[config.mk]
export PLATFORM = sky130hd
export DESIGN_NAME = branch_resolve_tracker
export DESIGN_NICKNAME = d
export VERILOG_FILES = /design/src/rtl/branch_resolve_tracker.sv
export SDC_FILE = /design/constraint.sdc
export NUM_CORES = 1
export LEC_CHECK = 0
export CAP_MARGIN = 20
export CORE_AREA = 2 2 113 115
export CTS_CLUSTER_DIAMETER = 120
export DETAILED_ROUTE_END_ITERATION = 6
export DIE_AREA = 0 0 115 117
export PLACE_DENSITY = 0.76
export SLEW_MARGIN = 20
export SYNTH_ARGS = -nofsm -noshare
export SYNTH_HDL_FRONTEND = slang
export SYNTH_HIERARCHICAL = 1
export SYNTH_SLANG_ARGS = --single-unit
[constraint.sdc]
create_clock -name clock -period 3.4 [get_ports clock]
set_clock_uncertainty 0.15 [all_clocks]
set_input_delay 0.68 -clock clock [delete_from_list [all_inputs] [get_ports clock]]
set_output_delay 0.68 -clock clock [all_outputs]
set_load 0.05 [all_outputs]
[src/rtl/branch_resolve_tracker.sv]
// Branch tag tracker: keeps the live set and age ordering of in-flight
// branch tags, resolves up to two branches per cycle, and produces
// registered clear enables, a one-cycle recovery pulse with squash mask,
// and a one-cycle stall after each recovery.

// Per-tag state: live bit plus the row of older tags this branch depends on.
module brt_tag_entry #(
  parameter int NTAG = 4
) (
  input  logic            clock,
  input  logic            reset,
  input  logic            set,      // allocate this tag
  input  logic [NTAG-1:0] set_dep,  // older tags at allocation
  input  logic            kill,     // free this tag (resolve or squash)
  input  logic [NTAG-1:0] clr_col,  // tags freed this cycle anywhere
  output logic            live,
  output logic [NTAG-1:0] dep
);

  // Freeing wins over allocation; a free column is dropped from every row.
  always_ff @(posedge clock) begin
    if (!reset) begin
      live <= 1'b0;
      dep  <= '0;
    end else if (kill) begin
      live <= 1'b0;
      dep  <= '0;
    end else if (set) begin
      live <= 1'b1;
      dep  <= set_dep & ~clr_col;
    end else begin
      dep  <= dep & ~clr_col;
    end
  end

endmodule

module branch_resolve_tracker #(
  parameter int NTAG  = 4,
  parameter int TAG_W = 2,
  parameter int PC_W  = 64
) (
  input  logic             clock,
  input  logic             reset,
  input  logic             alloc_en,
  input  logic [TAG_W-1:0] alloc_tag,
  input  logic [NTAG-1:0]  alloc_bmask,
  input  logic             res_valid_1,
  input  logic [TAG_W-1:0] res_tag_1,
  input  logic             res_mispr_1,
  input  logic [PC_W-1:0]  res_target_1,
  input  logic             res_valid_2,
  input  logic [TAG_W-1:0] res_tag_2,
  input  logic             res_mispr_2,
  input  logic [PC_W-1:0]  res_target_2,
  output logic             cl_enable_1,
  output logic             cl_enable_2,
  output logic             cl_enable_3,
  output logic             cl_enable_4,
  output logic [TAG_W-1:0] cl_position_1,
  output logic [TAG_W-1:0] cl_position_2,
  output logic [TAG_W-1:0] cl_position_3,
  output logic [TAG_W-1:0] cl_position_4,
  output logic             recover,
  output logic [PC_W-1:0]  recover_pc,
  output logic [NTAG-1:0]  squash_mask,
  output logic             stall
);

  localparam logic [0:0] ST_NORMAL  = 1'b0;
  localparam logic [0:0] ST_RECOVER = 1'b1;

  typedef struct packed {
    logic             vld;
    logic [TAG_W-1:0] tag;
    logic             mispr;
    logic [PC_W-1:0]  tgt;
  } res_t;

  logic [0:0]                  state;
  logic [NTAG-1:0]             live_vec;
  logic [NTAG-1:0][NTAG-1:0]   dep;
  res_t                        r1, r2;
  logic                        normal, v1, v2, mp1, mp2, use2, mis;
  logic [TAG_W-1:0]            m_tag;
  logic [PC_W-1:0]             m_pc;
  logic [NTAG-1:0]             kill, corr, free_set;
  logic                        alloc_ok;

  logic [NTAG-1:0]             cl_en_q;
  logic [NTAG-1:0][TAG_W-1:0]  pos_q;
  logic                        rec_q, stall_q;
  logic [PC_W-1:0]             pc_q;
  logic [NTAG-1:0]             mask_q;

  assign r1 = '{vld: res_valid_1, tag: res_tag_1, mispr: res_mispr_1, tgt: res_target_1};
  assign r2 = '{vld: res_valid_2, tag: res_tag_2, mispr: res_mispr_2, tgt: res_target_2};

  // Resolutions count only in NORMAL and only for live tags; port 1 owns a shared tag.
  assign normal = (state == ST_NORMAL);
  assign v1     = normal & r1.vld & live_vec[r1.tag];
  assign v2     = normal & r2.vld & live_vec[r2.tag] & ~(r1.vld & (r1.tag == r2.tag));
  assign mp1    = v1 & r1.mispr;
  assign mp2    = v2 & r2.mispr;
  // Port 2 takes the recovery only when its branch is older than port 1's.
  assign use2   = mp2 & (~mp1 | dep[r1.tag][r2.tag]);
  assign mis    = mp1 | mp2;
  assign m_tag  = use2 ? r2.tag : r1.tag;
  assign m_pc   = use2 ? r2.tgt : r1.tgt;

  // Kill set: the mispredicted tag, every live younger tag, and a same-cycle alloc.
  always_comb begin
    kill = '0;
    if (mis) begin
      kill[m_tag] = 1'b1;
      for (int x = 0; x < NTAG; x++)
        if (live_vec[x] && dep[x][m_tag]) kill[x] = 1'b1;
      if (alloc_en) kill[alloc_tag] = 1'b1;
    end
  end

  // Correct resolves that survive the squash.
  always_comb begin
    corr = '0;
    if (v1 && !r1.mispr) corr[r1.tag] = 1'b1;
    if (v2 && !r2.mispr) corr[r2.tag] = 1'b1;
    corr = corr & ~kill;
  end

  assign free_set = kill | corr;
  assign alloc_ok = normal & alloc_en & ~mis;

  for (genvar t = 0; t < NTAG; t++) begin : g_tag
    brt_tag_entry #(.NTAG(NTAG)) u_ent (
      .clock   (clock),
      .reset   (reset),
      .set     (alloc_ok && (alloc_tag == TAG_W'(t))),
      .set_dep (alloc_bmask),
      .kill    (free_set[t]),
      .clr_col (free_set),
      .live    (live_vec[t]),
      .dep     (dep[t])
    );
  end

  // Recovery FSM plus the registered output stage.
  always_ff @(posedge clock) begin
    if (!reset) begin
      state   <= ST_NORMAL;
      cl_en_q <= '0;
      pos_q   <= '0;
      rec_q   <= 1'b0;
      pc_q    <= '0;
      mask_q  <= '0;
      stall_q <= 1'b0;
    end else begin
      state   <= mis ? ST_RECOVER : ST_NORMAL;
      cl_en_q <= free_set;
      for (int k = 0; k < NTAG; k++) pos_q[k] <= TAG_W'(k);
      rec_q   <= mis;
      pc_q    <= mis ? m_pc : '0;
      mask_q  <= mis ? kill : '0;
      stall_q <= (state == ST_RECOVER);
    end
  end

  assign cl_enable_1   = cl_en_q[0];
  assign cl_enable_2   = cl_en_q[1];
  assign cl_enable_3   = cl_en_q[2];
  assign cl_enable_4   = cl_en_q[3];
  assign cl_position_1 = pos_q[0];
  assign cl_position_2 = pos_q[1];
  assign cl_position_3 = pos_q[2];
  assign cl_position_4 = pos_q[3];
  assign recover       = rec_q;
  assign recover_pc    = pc_q;
  assign squash_mask   = mask_q;
  assign stall         = stall_q;

  // Allocating a tag that is still in flight is a front-end protocol error.
  a_alloc_free: assert property (@(posedge clock) disable iff (!reset)
    (normal && alloc_en) |-> !live_vec[alloc_tag]);

endmodule

==> results.toml <==
[outcome]
run_status = "finished clean"

[placement]
globalplace.congestion = 0.936
place_hpwl_um = 12300
post-place-ws_ns = -0.721
io_buffers = 222
numPlacedInstances = 901

[setup_path]
r2r_cells = 8
startpoint_type = "primary input"
timing.rr.end = "g_tag[0].u_ent/dep[3]"
worst_setup_path_startpoint = "res_tag_2[0]"
r2r_start = "g_tag[2].u_ent/dep[3]"
required_ns = 3.49
timing.critical_path.to = "g_tag[0].u_ent/dep[3]"
worst-path-max-fanout = 7
crit_arrival_ns = 3.33
r2r_setup_slack_ns = 0.43
path_class = "primary input to flop"
worst_setup_path_end_kind = "flop"

[die]
io-pin-count = 227
die_x_extent_um = 115
die_h_um = 117
fp.dieArea_mm2 = 0.0135
rows = 41
floorplan.core_area_mm2 = 0.0123
initial_core_util = 0.349

[clock_network]
tritoncts.num_buffers = 9
cts.hold.buffers_added = 0
cts_setup_buffers = 0
clkTransAtPathRegs_ns = 0.06
clock_latency_reported_for_the_late_side_of_the_worst_skew_pair_ns = 0.35
clock_tree_from_tritoncts = "yes"
cts.sink_count = 95
master_cell_of_the_clock_root_buffer = "sky130_fd_sc_hd__clkbuf_16"
cts.htree.levels = 3
clock_tree.buffer_depth = 2

[timing]
period_share = 0.954
min_period_ns = 3.24
rsz0062_at_grt = "no"
fin_tns_setup_ns = 0
setup-violations-final = 0
worst_slew_pin_slew_ns = 0.542
report.final.hold_viol_count = 0
report.final.slew_viol_count = 0
headroom_to_the_max_slew_limit = 0.638
fin_worst_hold_slack_ns = 0.378
max_freq_mhz = 308
post-route-worst-setup-slack_ns = 0.156

[drt]
routed_wirelength_um = 15800
detailedRoute.firstPassIterationCount = 5
detail_route.wl_per_cell_um = 17.3
first_iteration_detailed_routing_drc_count = 419
route.vias.total = 4688
detail_route.drc_violations = 0
detail_route.vias_per_cell = 5.11
final_ant_viol_nets = 0

[logic_synthesis]
synth_area_per_cell_um2 = 8.36
synth_area_mm2 = 0.00430
synth_seq_cells = 95
synth_ff_type = "sky130_fd_sc_hd__dfxtp_1"
fraction_of_registers_with_async_set_reset = 0
synth_largest_type_area_fraction = 0.442
post_synth_top_area_cell = "sky130_fd_sc_hd__dfxtp_1"
library_cells_used_by_synthesis = 50
synth_seq_area_share = 0.442
ys_top_cells_by_area = "sky130_fd_sc_hd__dfxtp_1, sky130_fd_sc_hd__nand2_1, sky130_fd_sc_hd__a21oi_1, sky130_fd_sc_hd__mux2i_1, sky130_fd_sc_hd__buf_6"
syn-instance-count = 514
synth_enable_flop_cells = 0
yosysWarningCount = 6

[pwr]
leakagePower_uw = 0.00286
maximum_vdd_ir_drop_mv = 0.221
pwr_density_cell_mw_per_mm2 = 367

[global_route]
grt_pass1_vias = 4542
grt_use_total = 0.226
grt_start_max_net_pins = 39
number_of_antenna_violations_at_the_first_check_in_global_routing = 0
grt_pass1_wl_um = 23200
globalRoute.totalOverflow = 0

[layout]
fillCellCount = 1089
nets = 907
final_cells = 917
multi_input_area_mm2 = 0.00216
final_layout_size_suffix_gt1_frac = 0.110
layout.cells.most_common_list = "sky130_fd_sc_hd__clkdlybuf4s50_1, sky130_fd_sc_hd__nand2_1, sky130_fd_sc_hd__dfxtp_1"
final-seq-area_mm2 = 0.00190
area_growth_pct = 67.5
layout_commonest_cell = "sky130_fd_sc_hd__clkdlybuf4s50_1"
final_core_util = 0.585

[worst_hold_path]
hold_class = "flop to flop"

[flow_run]
max-cap-violations = 0
-- where the power goes --
part           switching (uW)  total [uW]  internal, uW
combinational             223         477           254
clock                     429        1020           588
sequential               17.3        1150          1140
total                     669        2650          1980
-- flip-flops by register name, summed over array words and instances (netlist names) --
register / flops
g_tag.u_ent/live: 4
cl_position_4: 1
stall: 1
cl_en_q: 4
squash_mask: 4
state: 1
recover_pc: 64
g_tag.u_ent/dep: 16
-- cells by family (layout without fill, tap and decap cells) --
| group | count (synthesis) | after routing | share of synthesized area |
|---|---|---|---|
| compound gates | 118 | 118 | 0.165 |
| xor+xnor | 2 | 2 | 0.00408 |
| buf+inv | 49 | 298 | 0.0701 |
| flops | 95 | 95 | 0.442 |
| mux | 32 | 32 | 0.0984 |
| other cells | 1 | 5 | 0.000872 |
| simple gates | 217 | 217 | 0.219 |
-- worst max-delay path, cell delays in order --
cell	delay (ns)
sky130_fd_sc_hd__dlygate4sd2_1	0.36
sky130_fd_sc_hd__buf_4	0.23
sky130_fd_sc_hd__mux4_2	0.57
sky130_fd_sc_hd__o311ai_4	0.13
sky130_fd_sc_hd__buf_4	0.19
sky130_fd_sc_hd__buf_4	0.13
sky130_fd_sc_hd__o211ai_1	0.09
sky130_fd_sc_hd__a21oi_1	0.30
sky130_fd_sc_hd__o2111ai_2	0.18
sky130_fd_sc_hd__nand3_1	0.17
sky130_fd_sc_hd__nand2b_1	0.22
sky130_fd_sc_hd__nor3_1	0.08
-- worst min path at each step --
stage	cells past startpoint	endpoint	from
4_1_cts	2	g_tag[1].u_ent/dep[1]	g_tag[1].u_ent/dep[1]
3_5_place_dp	2	g_tag[1].u_ent/dep[1]	g_tag[1].u_ent/dep[1]
3_3_place_gp	2	g_tag[3].u_ent/dep[3]	g_tag[3].u_ent/dep[3]
6_report	2	g_tag[1].u_ent/dep[1]	g_tag[1].u_ent/dep[1]
5_1_grt	2	g_tag[1].u_ent/dep[1]	g_tag[1].u_ent/dep[1]
2_1_floorplan	2	g_tag[2].u_ent/live	g_tag[2].u_ent/live
-- routing by layer --
layer	wire, um	global-route usage
met3	1190	0.0556
met2	7990	0.399
met1	6010	0.250
met5	0	0
met4	646	0.127
-- metrics by stage --
step                      total power (uW)  area, um^2
final                                 2650        7200
after CTS                             2660        7180
after floorplan                       1390        4310
after global placement                1640        6870
after detailed placement              1650        6870
after global routing                  2750        7200
-- what timing repair did --
item | in CTS | in global routing
endpoints found under the setup margin | 24 | 19
resized for setup | 5 | 6
pin swaps | 0 | 0
-- layout make-up --
class                   count  share of cell area
clock inverters             4             0.00747
clock buffers              11              0.0337
diodes                      1            0.000347
multi-input cells         373               0.300
repair buffers            271               0.362
flip-flops and latches     95               0.264
well taps                 150              0.0261
inverters                  12             0.00625
-- cell usage after synthesis, types with 2 or more instances --
cell type	number
sky130_fd_sc_hd__nor3_1	18
sky130_fd_sc_hd__a31oi_1	5
sky130_fd_sc_hd__nor3b_1	2
sky130_fd_sc_hd__o22ai_1	4
sky130_fd_sc_hd__and4_1	5
sky130_fd_sc_hd__o221ai_1	2
sky130_fd_sc_hd__buf_6	12
sky130_fd_sc_hd__a32oi_1	2
sky130_fd_sc_hd__mux2i_1	22
sky130_fd_sc_hd__inv_1	10
sky130_fd_sc_hd__nand3_1	2
sky130_fd_sc_hd__mux4_2	4
sky130_fd_sc_hd__o211ai_1	2
sky130_fd_sc_hd__nand2_1	139
sky130_fd_sc_hd__o21ai_0	4
sky130_fd_sc_hd__buf_4	7
sky130_fd_sc_hd__buf_1	3
sky130_fd_sc_hd__o21ai_1	2
sky130_fd_sc_hd__clkbuf_1	14
sky130_fd_sc_hd__xor2_1	2
sky130_fd_sc_hd__a211oi_1	4
sky130_fd_sc_hd__mux4_1	3
sky130_fd_sc_hd__a21oi_1	77
sky130_fd_sc_hd__nor2b_1	4
sky130_fd_sc_hd__o2111ai_1	2
sky130_fd_sc_hd__mux2_2	3
sky130_fd_sc_hd__o31ai_1	5
sky130_fd_sc_hd__o31a_1	2
sky130_fd_sc_hd__and3b_1	2
sky130_fd_sc_hd__nor2_1	28
sky130_fd_sc_hd__nand4_1	2
sky130_fd_sc_hd__and2_1	4
sky130_fd_sc_hd__nand2b_1	6
sky130_fd_sc_hd__dfxtp_1	95
No activity file was read; power rests on OpenSTA's default activity.
